## src/rtl/indeser_pkg.sv

```systemverilog
// Shared types and default constants for the serial-to-parallel word aligner.
package indeser_pkg;

  localparam int unsigned DEF_WIDTH        = 8;
  localparam logic [15:0] DEF_SYNC_PATTERN = 16'h00A5;
  localparam int unsigned DEF_LOCK_COUNT   = 4;
  localparam int unsigned SLIP_W           = 8;
  localparam int unsigned MATCH_W          = 4;

  typedef enum logic [1:0] {
    ST_SEARCH = 2'd0,
    ST_VERIFY = 2'd1,
    ST_LOCKED = 2'd2
  } state_e;

endpackage

```

## src/rtl/indeser_slip_ctr.sv

```systemverilog
// Bit-position counter; a slip parks the count at zero for one extra edge,
// which pushes the next word boundary one bit later.
module indeser_slip_ctr #(
  parameter int unsigned WIDTH = 8
) (
  input  logic clk,
  input  logic rst_n,
  input  logic clear,
  input  logic slip,
  output logic boundary_c
);

  localparam int unsigned CNT_W = $clog2(WIDTH);

  logic [CNT_W-1:0] cnt;
  logic             hold;

  assign boundary_c = (cnt == CNT_W'(WIDTH - 1));

  always_ff @(posedge clk or negedge rst_n) begin
    if (!rst_n) begin
      cnt  <= '0;
      hold <= 1'b0;
    end else if (clear) begin
      cnt  <= '0;
      hold <= 1'b0;
    end else if (slip) begin
      cnt  <= '0;
      hold <= 1'b1;
    end else if (hold) begin
      hold <= 1'b0;
    end else if (boundary_c) begin
      cnt  <= '0;
    end else begin
      cnt  <= cnt + 1'b1;
    end
  end

endmodule

```

## src/rtl/input_deser_align.sv

```systemverilog
// Serial-to-parallel input stage with training-pattern word alignment.
// Optional saturating slip counter on SLIP_CNT when INDESER_SLIPCNT_EN is defined.
module input_deser_align
  import indeser_pkg::*;
#(
  parameter int unsigned      WIDTH        = DEF_WIDTH,
  parameter logic [WIDTH-1:0] SYNC_PATTERN = WIDTH'(DEF_SYNC_PATTERN),
  parameter int unsigned      LOCK_COUNT   = DEF_LOCK_COUNT
) (
  input  logic              SCLK,
  input  logic              RSTN,
  input  logic              D,
  input  logic              REALIGN,
  output logic [WIDTH-1:0]  WORD,
  output logic              WVALID,
  output logic              LOCKED,
  output logic [SLIP_W-1:0] SLIP_CNT
);

  logic [WIDTH-2:0]   sr;
  logic [WIDTH-1:0]   cand;
  logic [WIDTH-1:0]   word_d;
  logic [MATCH_W-1:0] match, match_d;
  state_e             state, state_d;
  logic               boundary_c;
  logic               slip_c;
  logic               wvalid_d;

  assign cand = {sr, D};

  indeser_slip_ctr #(.WIDTH(WIDTH)) u_ctr (
    .clk        (SCLK),
    .rst_n      (RSTN),
    .clear      (REALIGN),
    .slip       (slip_c),
    .boundary_c (boundary_c)
  );

  always_ff @(posedge SCLK or negedge RSTN) begin
    if (!RSTN) begin
      state  <= ST_SEARCH;
      match  <= '0;
      sr     <= '0;
      WORD   <= '0;
      WVALID <= 1'b0;
      LOCKED <= 1'b0;
    end else begin
      state  <= state_d;
      match  <= match_d;
      sr     <= {sr[WIDTH-3:0], D};
      WORD   <= word_d;
      WVALID <= wvalid_d;
      LOCKED <= (state_d == ST_LOCKED);
    end
  end

  // Alignment decisions happen only at word boundaries; REALIGN overrides all.
  always_comb begin
    state_d = state;
    match_d = match;
    slip_c  = 1'b0;
    if (REALIGN) begin
      state_d = ST_SEARCH;
      match_d = '0;
    end else if (boundary_c) begin
      unique case (state)
        ST_SEARCH: begin
          if (cand == SYNC_PATTERN) begin
            match_d = MATCH_W'(1);
            state_d = (LOCK_COUNT == 1) ? ST_LOCKED : ST_VERIFY;
          end else begin
            slip_c = 1'b1;
          end
        end
        ST_VERIFY: begin
          if (cand == SYNC_PATTERN) begin
            match_d = match + 1'b1;
            if (match_d == MATCH_W'(LOCK_COUNT)) state_d = ST_LOCKED;
          end else begin
            match_d = '0;
            slip_c  = 1'b1;
            state_d = ST_SEARCH;
          end
        end
        ST_LOCKED: state_d = ST_LOCKED;
        default:   state_d = ST_SEARCH;
      endcase
    end
  end

  // The locking boundary itself delivers a word.
  always_comb begin
    wvalid_d = boundary_c && !REALIGN && (state_d == ST_LOCKED);
    word_d   = wvalid_d ? cand : WORD;
  end

`ifdef INDESER_SLIPCNT_EN
  logic [SLIP_W-1:0] slip_cnt;

  always_ff @(posedge SCLK or negedge RSTN) begin
    if (!RSTN) begin
      slip_cnt <= '0;
    end else if (slip_c && (slip_cnt != '1)) begin
      slip_cnt <= slip_cnt + 1'b1;
    end
  end

  assign SLIP_CNT = slip_cnt;
`else
  assign SLIP_CNT = '0;
`endif

endmodule

```

## config.mk

```make
export PLATFORM = sky130hd
export DESIGN_NAME = input_deser_align
export DESIGN_NICKNAME = d
export VERILOG_FILES = /design/src/rtl/indeser_pkg.sv /design/src/rtl/indeser_slip_ctr.sv /design/src/rtl/input_deser_align.sv
export SDC_FILE = /design/constraint.sdc
export NUM_CORES = 1
export LEC_CHECK = 0
export CORE_ASPECT_RATIO = 0.7
export CORE_MARGIN = 4
export CORE_UTILIZATION = 35
export CTS_CLUSTER_SIZE = 20
export DETAILED_ROUTE_END_ITERATION = 10
export SLEW_MARGIN = 15
export SYNTH_ARGS = -nofsm -noshare
export SYNTH_HDL_FRONTEND = slang
export SYNTH_SLANG_ARGS = --single-unit
export TNS_END_PERCENT = 30
```

## constraint.sdc

```tcl
create_clock -name SCLK -period 4.47 [get_ports SCLK]
set_input_delay 0.6705 -clock SCLK [delete_from_list [all_inputs] [get_ports SCLK]]
set_output_delay 0.6705 -clock SCLK [all_outputs]
set_load 0.02 [all_outputs]
```

## Yosys cells after proc, flatten, opt, wreduce, memory -nomap -nowiden

Index checks and enable logic that the tools add are counted.

- Output and inout port bits: 18
- Bits in registers: 27
- Input port bits: 4
- Word-level logic and storage cells: 47

- Add/sub/neg operators: 2
- Reductions and logical operators: 8
- Eq/ne operators: 8
- Multiplexer cells: 21

Operators by type and width:

| cell | count |
|---|---|
| $mux W4 | 4 |
| $mux W3 | 4 |
| $mux W2 | 5 |
| $eq A8 B8 Y1 const B | 1 |
| $pmux W4 S2 | 1 |
| $mux W1 | 6 |
| $ne A3 B3 Y1 const B | 2 |
| $pmux W2 S3 | 1 |
| $add A4 B1 Y4 const B | 1 |
| $eq A2 B2 Y1 const B | 2 |
| $eq A4 B3 Y1 const B | 1 |
| $add A3 B1 Y3 const B | 1 |
| $eq A3 B3 Y1 const B | 1 |
| $reduce_and A3 Y1 | 1 |
| $reduce_bool A3 Y1 | 1 |
| $eq A2 B1 Y1 const B | 1 |
| $logic_and A1 B1 Y1 | 2 |
| $logic_not A2 Y1 | 1 |
| $reduce_bool A2 Y1 | 1 |
| $reduce_or A2 Y1 | 1 |
| $logic_not A1 Y1 | 1 |

## Longest topological paths before layout

Gate-level depths: netlist of run 1.

- Depth after elaboration: 9
- Mapped depth: 8
- Gate-level depth less buffers: 6

## By module

From an unflattened synthesis of run 1, not the netlist that was laid out.

- Cells, all modules: 138
- Area total of the unflattened synthesis: 1416.4 um^2

By module, submodules not included:

| module | instances | seq. area each (um^2) | cells an instance | area each (um^2) |
|---|---|---|---|---|
| input_deser_align | 1 | 575.6 | 124 | 1232.4 |
| indeser_slip_ctr | 1 | 100.1 | 14 | 183.9 |

## Least setup slack after synthesis of run 1

Ideal clock, no wire load.

- Kind: reg-to-reg
- From: register match[0]
- To: register WORD[0]
- Buffers on the path: 1
- Data arrival time: 1900 ps
- Clock period less this slack: 1970 ps
- Stages on the path, launching flop included: 7
- Library setup time: 70 ps
- Required time: 4400 ps
- Path slack: 2500 ps
- Cells stage by stage: dfrtp_1 ha_1 or2b_1 o32a_2 buf_6 or4_1 nand3_1

- Cells in the longest elaborated chain, start to end: 9

RTL lines:

| element | line | source |
|---|---|---|
| start, declared | input_deser_align.sv:23 | `logic [MATCH_W-1:0] match, match_d;` |
| start signal, assigned | input_deser_align.sv:49 | `match <= match_d;` |
| $add A4 B1 Y4 | input_deser_align.sv:77 | `match_d = match + 1'b1;` |
| $eq A4 B3 Y1 | input_deser_align.sv:78 | `if (match_d == MATCH_W'(LOCK_COUNT)) state_d = ST_LOCKED;` |
| $mux W2 | input_deser_align.sv:78 |  |
| $mux W2 | input_deser_align.sv:76 | `if (cand == SYNC_PATTERN) begin` |
| $pmux W2 S3 | input_deser_align.sv:66 | `unique case (state)` |
| $mux W2 | input_deser_align.sv:65 | `end else if (boundary_c) begin` |
| $mux W2 | input_deser_align.sv:62 | `if (REALIGN) begin` |
| $eq A2 B2 Y1 | input_deser_align.sv:93 | `wvalid_d = boundary_c && !REALIGN && (state_d == ST_LOCKED);` |
| $logic_and A1 B1 Y1 | input_deser_align.sv:93 |  |
| end signal, assigned | input_deser_align.sv:51 | `WORD <= word_d;` |
| end, declared | input_deser_align.sv:14 | `output logic [WIDTH-1:0] WORD,` |

No other way between the ends.
A chain may end at the register's enable or synchronous reset.

## Worst setup path after layout of run 1

- From: input port D
- To: register WORD[3]

- Cells in the longest elaborated chain, start to end: 7
- Elaborated cells between the ends (all ways): 8
- Classes of those cells: eq/ne: 2; mux: 5; reduce/logical: 1

RTL lines:

| element | line | source |
|---|---|---|
| start, declared | input_deser_align.sv:12 | `input logic D,` |
| $eq A8 B8 Y1 * | input_deser_align.sv:68, input_deser_align.sv:76 |  |
| $mux W2, on equally long branches | input_deser_align.sv:76, input_deser_align.sv:68 |  |
| $pmux W2 S3 * | input_deser_align.sv:66 |  |
| $mux W2 * | input_deser_align.sv:65 |  |
| $mux W2 * | input_deser_align.sv:62 |  |
| $eq A2 B2 Y1 * | input_deser_align.sv:93 |  |
| $logic_and A1 B1 Y1 * | input_deser_align.sv:93 |  |

Mark *: on every way between the ends. The rest lies on a longest branch, timed or not.

==> results of run 1 <==
-- registers in the layout, indices dropped and copies added (netlist names) --
signal	cells
WVALID	1
u_ctr.hold	1
match	4
state	2
WORD	8
u_ctr.cnt	3
sr	7
LOCKED	1
-- cell type report --
cell class              count  area [µm²]
flip-flops and latches     27         676
clock inverters             1        5.00
clock buffers               3        41.3
multi-input cells         106         671
repair buffers             14         138
inverters                   5        18.8
fillers                   387        2310
well taps                  52        65.1
-- worst max path at each step --
| stage | from | end | slack, ns | cells past startpoint |
|---|---|---|---|---|
| 6_report | D | WORD[3]$_DFFE_PN0P_ | 2.13 | 5 |
| 5_1_grt | D | WORD[3]$_DFFE_PN0P_ | 1.95 | 5 |
| 4_1_cts | D | WORD[3]$_DFFE_PN0P_ | 2.15 | 5 |
| 3_5_place_dp | REALIGN | WORD[7]$_DFFE_PN0P_ | 1.89 | 5 |
| 3_3_place_gp | D | WORD[5]$_DFFE_PN0P_ | 1.95 | 5 |
| 2_1_floorplan | match[0]$_DFFE_PN0P_ | WORD[0]$_DFFE_PN0P_ | 2.50 | 6 |
-- worst max-delay path, stage by stage --
cell                              delay, ns
sky130_fd_sc_hd__clkdlybuf4s50_1       0.56
sky130_fd_sc_hd__and4bb_2              0.31
sky130_fd_sc_hd__nand3_1               0.30
sky130_fd_sc_hd__nor3_1                0.44
sky130_fd_sc_hd__o21ai_0               0.19
-- power groups by stage --
stage | Combinational [mW] | Sequential (mW) | Clock [mW]
after global placement | 0.0251 | 0.260 | 0
after CTS | 0.0268 | 0.255 | 0.146
after floorplan | 0.0206 | 0.258 | 0
final | 0.0263 | 0.255 | 0.142
after global routing | 0.0293 | 0.256 | 0.155
after detailed placement | 0.0267 | 0.260 | 0
-- per-stage QoR --
stage	cells	area, µm²	power [mW]	setup WS [ns]	util (%)
2_1_floorplan	153	1460	0.279	2.50	-
3_3_place_gp	204	1570	0.285	1.95	40.0
3_5_place_dp	204	1570	0.287	1.89	40.0
4_1_cts	208	1610	0.428	2.15	41.1
5_1_grt	208	1610	0.441	1.95	41.1
6_report	208	1610	0.424	2.13	41.1
-- cells in the final DEF, fill, tap and decap left out, types with 5 or more instances in the layout --
| master | n |
|---|---|
| sky130_fd_sc_hd__dfrtp_1 | 27 |
| sky130_fd_sc_hd__conb_1 | 8 |
| sky130_fd_sc_hd__nand3_1 | 8 |
| sky130_fd_sc_hd__o21ai_0 | 11 |
| sky130_fd_sc_hd__a21oi_1 | 7 |
| sky130_fd_sc_hd__nand2b_1 | 6 |
| sky130_fd_sc_hd__nor3_1 | 7 |
| sky130_fd_sc_hd__nand2_1 | 11 |
| sky130_fd_sc_hd__clkdlybuf4s50_1 | 13 |
| sky130_fd_sc_hd__inv_1 | 5 |
-- routing by layer --
layer	up-vias	wire length, µm
met5	-	0
met3	2	211
met1	530	1510
met4	0	4
li1	543	-
met2	35	1290
-- kinds of logic after synthesis --
family / after synthesis / synth area share, %
flops: 27 / 47.2
compound gates: 35 / 16.2
mux: 2 / 1.40
fa+ha+maj: 4 / 3.49
simple gates: 57 / 23.6
buf+inv: 20 / 7.86
other cells: 1 / 0.262
==> summary.txt, run 1 <==
status = finished, final reports clean
RePlAce Congestion = 0.828
Yosys reg bits = 27
Reg power frac = 60.3%
standard cell core area = 3920 µm²
synthesized area = 1430 µm²
startpoint of the lowest-slack hold path = sr[5]$_DFF_PN0_
total global routing track utilization = 12.2%
critical path data arrival time = 2.47 ns
share of cells above drive strength 1 = 5.77%
RSZ-0062 raised after global routing = no
area growth from synthesis to layout = 12.7%
latest clock arrival within the worst-skew pair = 0.28 ns
die outline width = 84.5 µm
GRT met1 Usage = 17.9%
synth unique cells = 40
Vias/cell = 5.34
top fanout value on the critical path = 11
Sinks on Clock Net = 27
HPWL Detailed = 2.17 mm
top achievable clock speed = 427 MHz
FF-to-FF End = WORD[3]$_DFFE_PN0P_
wire length of the first global-routing pass = 4.99 mm
number of antenna violations at the first check in global routing = 0
number of buffer cells added on primary ports = 13
area enclosed by the die boundary = 5200 µm²
R2R Setup Slk = 2.32 ns
minimum clock period after layout = 2.34 ns
total count of hold-check failures in the final report = 0
height of the chip = 61.5 µm
most utilized layer in the global route result = met2
most common cell in the synthesized netlist = sky130_fd_sc_hd__dfrtp_1
largest net degree at the start of global routing = 28
CTS H-tree lvls = 1
worst-margin pin slew = 0.514 ns
worst hold path cell count = 0
clock tree from TritonCTS = done
1st-iter DRT viols = 82
Warnings, synthesis = 0
max capacitance violation total = 0
post-synthesis cell count = 146
cell taking the most area after synthesis = sky130_fd_sc_hd__dfrtp_1
category of the worst setup path capture point = flip-flop
mean area per synthesized cell = 9.81 µm²
Post-synth top flop = sky130_fd_sc_hd__dfrtp_1
end point of the worst hold path = sr[6]$_DFF_PN0_
Final Max Slew Viols = 0
overall overflow remaining after global route = 0
Int Pwr = 0.321 mW
sw frac = 24.4%
period utilization = 52.4%
sort of element at the start of the critical path = input port
Global Route met3 Usage = 3.34%
leakage power total = 0.620 nW
worst relative slew slack = 65.6%
final-layout worst hold slack = 0.453 ns
count of nets left with antenna violations after detail routing = 0
number of top-level design ports = 22
Post-CTS Setup Repair Bufs = 0
Reg-to-Reg Start = match[0]$_DFFE_PN0P_
worst reg-to-reg path cell count = 5
total clock buffers created by CTS = 3
hold buffer count at CTS = 0
number of diodes added for antenna fixing = 0
required time of the critical path = 4.60 ns
post-layout net count = 165
Async SR Flop Fraction = 100%
detailed-route wire length per cell = 14.5 µm
CTS Root Cell = sky130_fd_sc_hd__clkbuf_8
worst min path class = reg -> reg
number of optimization iterations in the first detailed-route pass = 4
Max Root-Sink Buffers = 2
critical path class = in -> reg
count of flip-flops with a built-in enable after synthesis = 0
remaining design rule violation count = 0
Clk pwr share = 33.5%
Comb pwr share = 6.2%
most frequent cells after synthesis = sky130_fd_sc_hd__dfrtp_1 (27), sky130_fd_sc_hd__nand2_1 (11), sky130_fd_sc_hd__o21ai_0 (11)
area share of the largest cell type after synthesis = 47.2%
cts repair resizes = 0
Sum Neg Setup Slack = 0 ns
number of rows in the core area = 19
met2 usage = 18.3%
part of the Yosys area used for sequential elements = 47.2%
PwrDens = 263 nW/µm²
Starting Density = 36.5%
clock-pin slew reported for the worst setup and hold paths after clock tree synthesis = 0.09 ns
top post-synthesis cells by area = sky130_fd_sc_hd__dfrtp_1 (47%), sky130_fd_sc_hd__buf_4 (4.2%), sky130_fd_sc_hd__o21ai_0 (3.8%)
number of vias in the routed layout = 1,110
final setup vio count = 0
worst vdd ir = 0.153 mV
worst-case clock skew = 0.00661 ns
Switching Power = 0.103 mW
Post-Route WL = 3.02 mm
via count of the first global-routing pass = 1,030
(Power assumes the default switching activity.)
==> inputs of run 2 (changes only) <==
==> constraint.sdc (replaced) <==
create_clock -name SCLK -period 1.9 [get_ports SCLK]
set_input_delay 0.285 -clock SCLK [delete_from_list [all_inputs] [get_ports SCLK]]
set_output_delay 0.285 -clock SCLK [all_outputs]
set_load 0.02 [all_outputs]
==> run 2 against run 1 <==
Compared with the run above: the flow now finishes with violations (negative setup slack); wire length grew 14%; count of clock-buffer cells in the layout increased by 1; die area is the same; combinational power rose to 2.6 times the previous value; power up 130%; register-to-register slack worse by 2.3 ns; critical path depth increased by 1; sequential share of layout area down 5.0 points; via count rose by 11%; clock skew about the same; clock power increased by 130%; cell count is 11% higher.
==> summary.txt, run 2 (synthesized netlist as in run 1, its figures left out) <==
status = complete, but fails checks
violated checks = negative setup slack
placed instance area = 1710 µm² (+9.0%)
hold buffer count at CTS = 0 (unchanged)
Int Pwr = 0.762 mW (+140%)
final setup vio count = 3 (+3)
sw frac = 23.4% (-0.97 points)
top fanout value on the critical path = 7 (-4)
worst path setup slack after routing = -0.0252 ns (-2.15 ns)
standard cell core area = 3920 µm² (unchanged)
height of the chip = 61.5 µm (unchanged)
Clk pwr share = 32.6% (-0.9 points)
count of nets left with antenna violations after detail routing = 0 (unchanged)
worst vdd ir = 0.292 mV (+91%)
Sinks on Clock Net = 27 (unchanged)
top library cells by usage in the layout, fill and taps aside = sky130_fd_sc_hd__dfrtp_1 (27), sky130_fd_sc_hd__buf_4 (22), sky130_fd_sc_hd__clkdlybuf4s50_1 (13), sky130_fd_sc_hd__nand2_1 (11), sky130_fd_sc_hd__o21ai_0 (11)
largest registers = WORD x8, sr x7, match x4
via count of the first global-routing pass = 1,118 (+8.5%)
share of cells above drive strength 1 = 22.5% (+17 points)
power consumption = 0.995 mW (+130%)
latest clock arrival within the worst-skew pair = 0.27 ns (about the same)
detailed-route wire length per cell = 14.9 µm (+3.0%)
worst-case clock skew = 0.00651 ns (-0.0000976 ns)
Post-Route WL = 3.44 mm (+14%)
number of rows in the core area = 19 (unchanged)
worst min path class = in -> async
area growth from synthesis to layout = 27.9%
Final Max Slew Viols = 0 (unchanged)
wire length of the first global-routing pass = 5.48 mm (+9.8%)
number of diodes added for antenna fixing = 0 (unchanged)
number of buffer cells added on primary ports = 13 (unchanged)
PwrDens = 543 nW/µm² (+110%)
Max Root-Sink Buffers = 2 (unchanged)
required time of the critical path = 2.11 ns (-2.49 ns)
critical path class = reg -> reg
Starting Density = 36.5% (unchanged)
top achievable clock speed = 519 MHz
Sum Neg Setup Slack = -0.0440 ns (-0.0440 ns)
Reg power frac = 60.4% (about the same)
number of optimization iterations in the first detailed-route pass = 4 (unchanged)
total clock buffers created by CTS = 3 (unchanged)
period utilization = 101%
minimum clock period after layout = 1.93 ns
1st-iter DRT viols = 106 (+29%)
clock tree from TritonCTS = done
number of flip-flops in the largest register = 8 (unchanged)
Switching Power = 0.233 mW (+130%)
number of vias in the routed layout = 1,235 (+11%)
register name with the most flops = WORD
Final Instance Area = 1830 µm² (+13%)
critical path data arrival time = 2.14 ns (-0.33 ns)
RSZ-0062 raised after global routing = yes
CTS H-tree lvls = 1 (unchanged)
sort of element at the start of the critical path = flip-flop
number of antenna violations at the first check in global routing = 0 (unchanged)
leakage power total = 0.729 nW (+18%)
largest net degree at the start of global routing = 28 (unchanged)
CTS Root Cell = sky130_fd_sc_hd__clkbuf_8
overall overflow remaining after global route = 0 (unchanged)
total count of hold-check failures in the final report = 0 (unchanged)
category of the worst setup path capture point = flip-flop
total global routing track utilization = 13.4% (+1.2 points)
remaining design rule violation count = 0 (unchanged)
die outline width = 84.5 µm (unchanged)
clock-pin slew reported for the worst setup and hold paths after clock tree synthesis = 0.09 ns (about the same)
max capacitance violation total = 0 (unchanged)
Vias/cell = 5.37 (+0.62%)
most common cell after layout, fill and taps aside = sky130_fd_sc_hd__dfrtp_1
post-layout net count = 187 (+13%)
number of top-level design ports = 22 (unchanged)
RePlAce Congestion = 0.778 (-6.0%)
Comb pwr share = 6.9% (+0.7 points)
HPWL Detailed = 2.48 mm (+15%)
area enclosed by the die boundary = 5200 µm² (unchanged)
final core occ = 46.7% (+5.6 points)
run 2: layout make-up:
type	instances	area, µm²
Clock buffer	4	45.0
Fill cell	390	2090
Inverter	5	18.8
Multi-Input combinational cell	106	721
Sequential cell	27	676
Tap cell	52	65.1
Timing Repair Buffer	36	307
run 2: path summary, 6_finish.rpt:
path	from	slack, ns	end	cells after the start
max in group asynchronous	RSTN	1.27	match[0]$_DFFE_PN0P_	2
min in group SCLK	sr[5]$_DFF_PN0_	0.45	sr[6]$_DFF_PN0_	0
setup reg to reg	match[0]$_DFFE_PN0P_	-0.03	WVALID$_DFF_PN0_	6
setup / recovery	match[0]$_DFFE_PN0P_	-0.03	WVALID$_DFF_PN0_	6
hold reg to reg	sr[5]$_DFF_PN0_	0.45	sr[6]$_DFF_PN0_	0
hold / removal	RSTN	0.37	WORD[0]$_DFFE_PN0P_	2
run 2: repair_timing:
action	4_1_cts	5_1_grt
pin swaps	1	5
setup endpoints to repair	3	7
hold endpoints to repair	0	0
gates resized for setup	0	12
buffers inserted	0	5
run 2: metrics by stage:
step	std cells	hold slack (ns)	worst slack [ns]
2_1_floorplan	153	-0.0106	0.0298
3_3_place_gp	221	0.412	-0.144
3_5_place_dp	221	0.408	-0.191
4_1_cts	225	0.381	0.0125
5_1_grt	230	0.410	-0.0737
6_report	230	0.373	-0.0252
run 2: critical path, cell delays in order (launching register included):
cell and delay, ns:
sky130_fd_sc_hd__dfrtp_1 0.39, sky130_fd_sc_hd__ha_2 0.19, sky130_fd_sc_hd__or2b_1 0.25, sky130_fd_sc_hd__o32a_4 0.41
sky130_fd_sc_hd__buf_6 0.15, sky130_fd_sc_hd__or3_4 0.36, sky130_fd_sc_hd__a21oi_2 0.12
run 2: routing by layer:
metal	part of all wire [%]	track usage, %	wire length (µm)	vias up
met3	5.9	2.81	202	5
li1	-	-	-	583
met5	0	0	0	-
met1	46	18.7	1590	604
met4	1.0	3.39	36	0
met2	47	21.9	1600	43
run 2: power by group through the flow:
| stage | combinational (mW) | sequential [mW] | clock (mW) |
|---|---|---|---|
| detailed placement | 0.0682 | 0.612 | 0 |
| finish | 0.0691 | 0.601 | 0.325 |
| global placement | 0.0650 | 0.611 | 0 |
| global route | 0.0758 | 0.603 | 0.363 |
| CTS | 0.0687 | 0.601 | 0.339 |
| floorplan | 0.0484 | 0.607 | 0 |
==> inputs of run 3 (changes only) <==
--- a/config.mk
+++ b/config.mk
@@ -5,11 +5,13 @@
 export SDC_FILE = /design/constraint.sdc
 export NUM_CORES = 1
 export LEC_CHECK = 0
+export CAP_MARGIN = 20
 export CORE_ASPECT_RATIO = 0.7
 export CORE_MARGIN = 4
 export CORE_UTILIZATION = 35
 export CTS_CLUSTER_SIZE = 20
 export DETAILED_ROUTE_END_ITERATION = 10
+export HOLD_SLACK_MARGIN = 0.08
 export SLEW_MARGIN = 15
 export SYNTH_ARGS = -nofsm -noshare
 export SYNTH_HDL_FRONTEND = slang
==> results of run 3 <==
No change in the layout: final DEF, timing and power equal those of run 2.
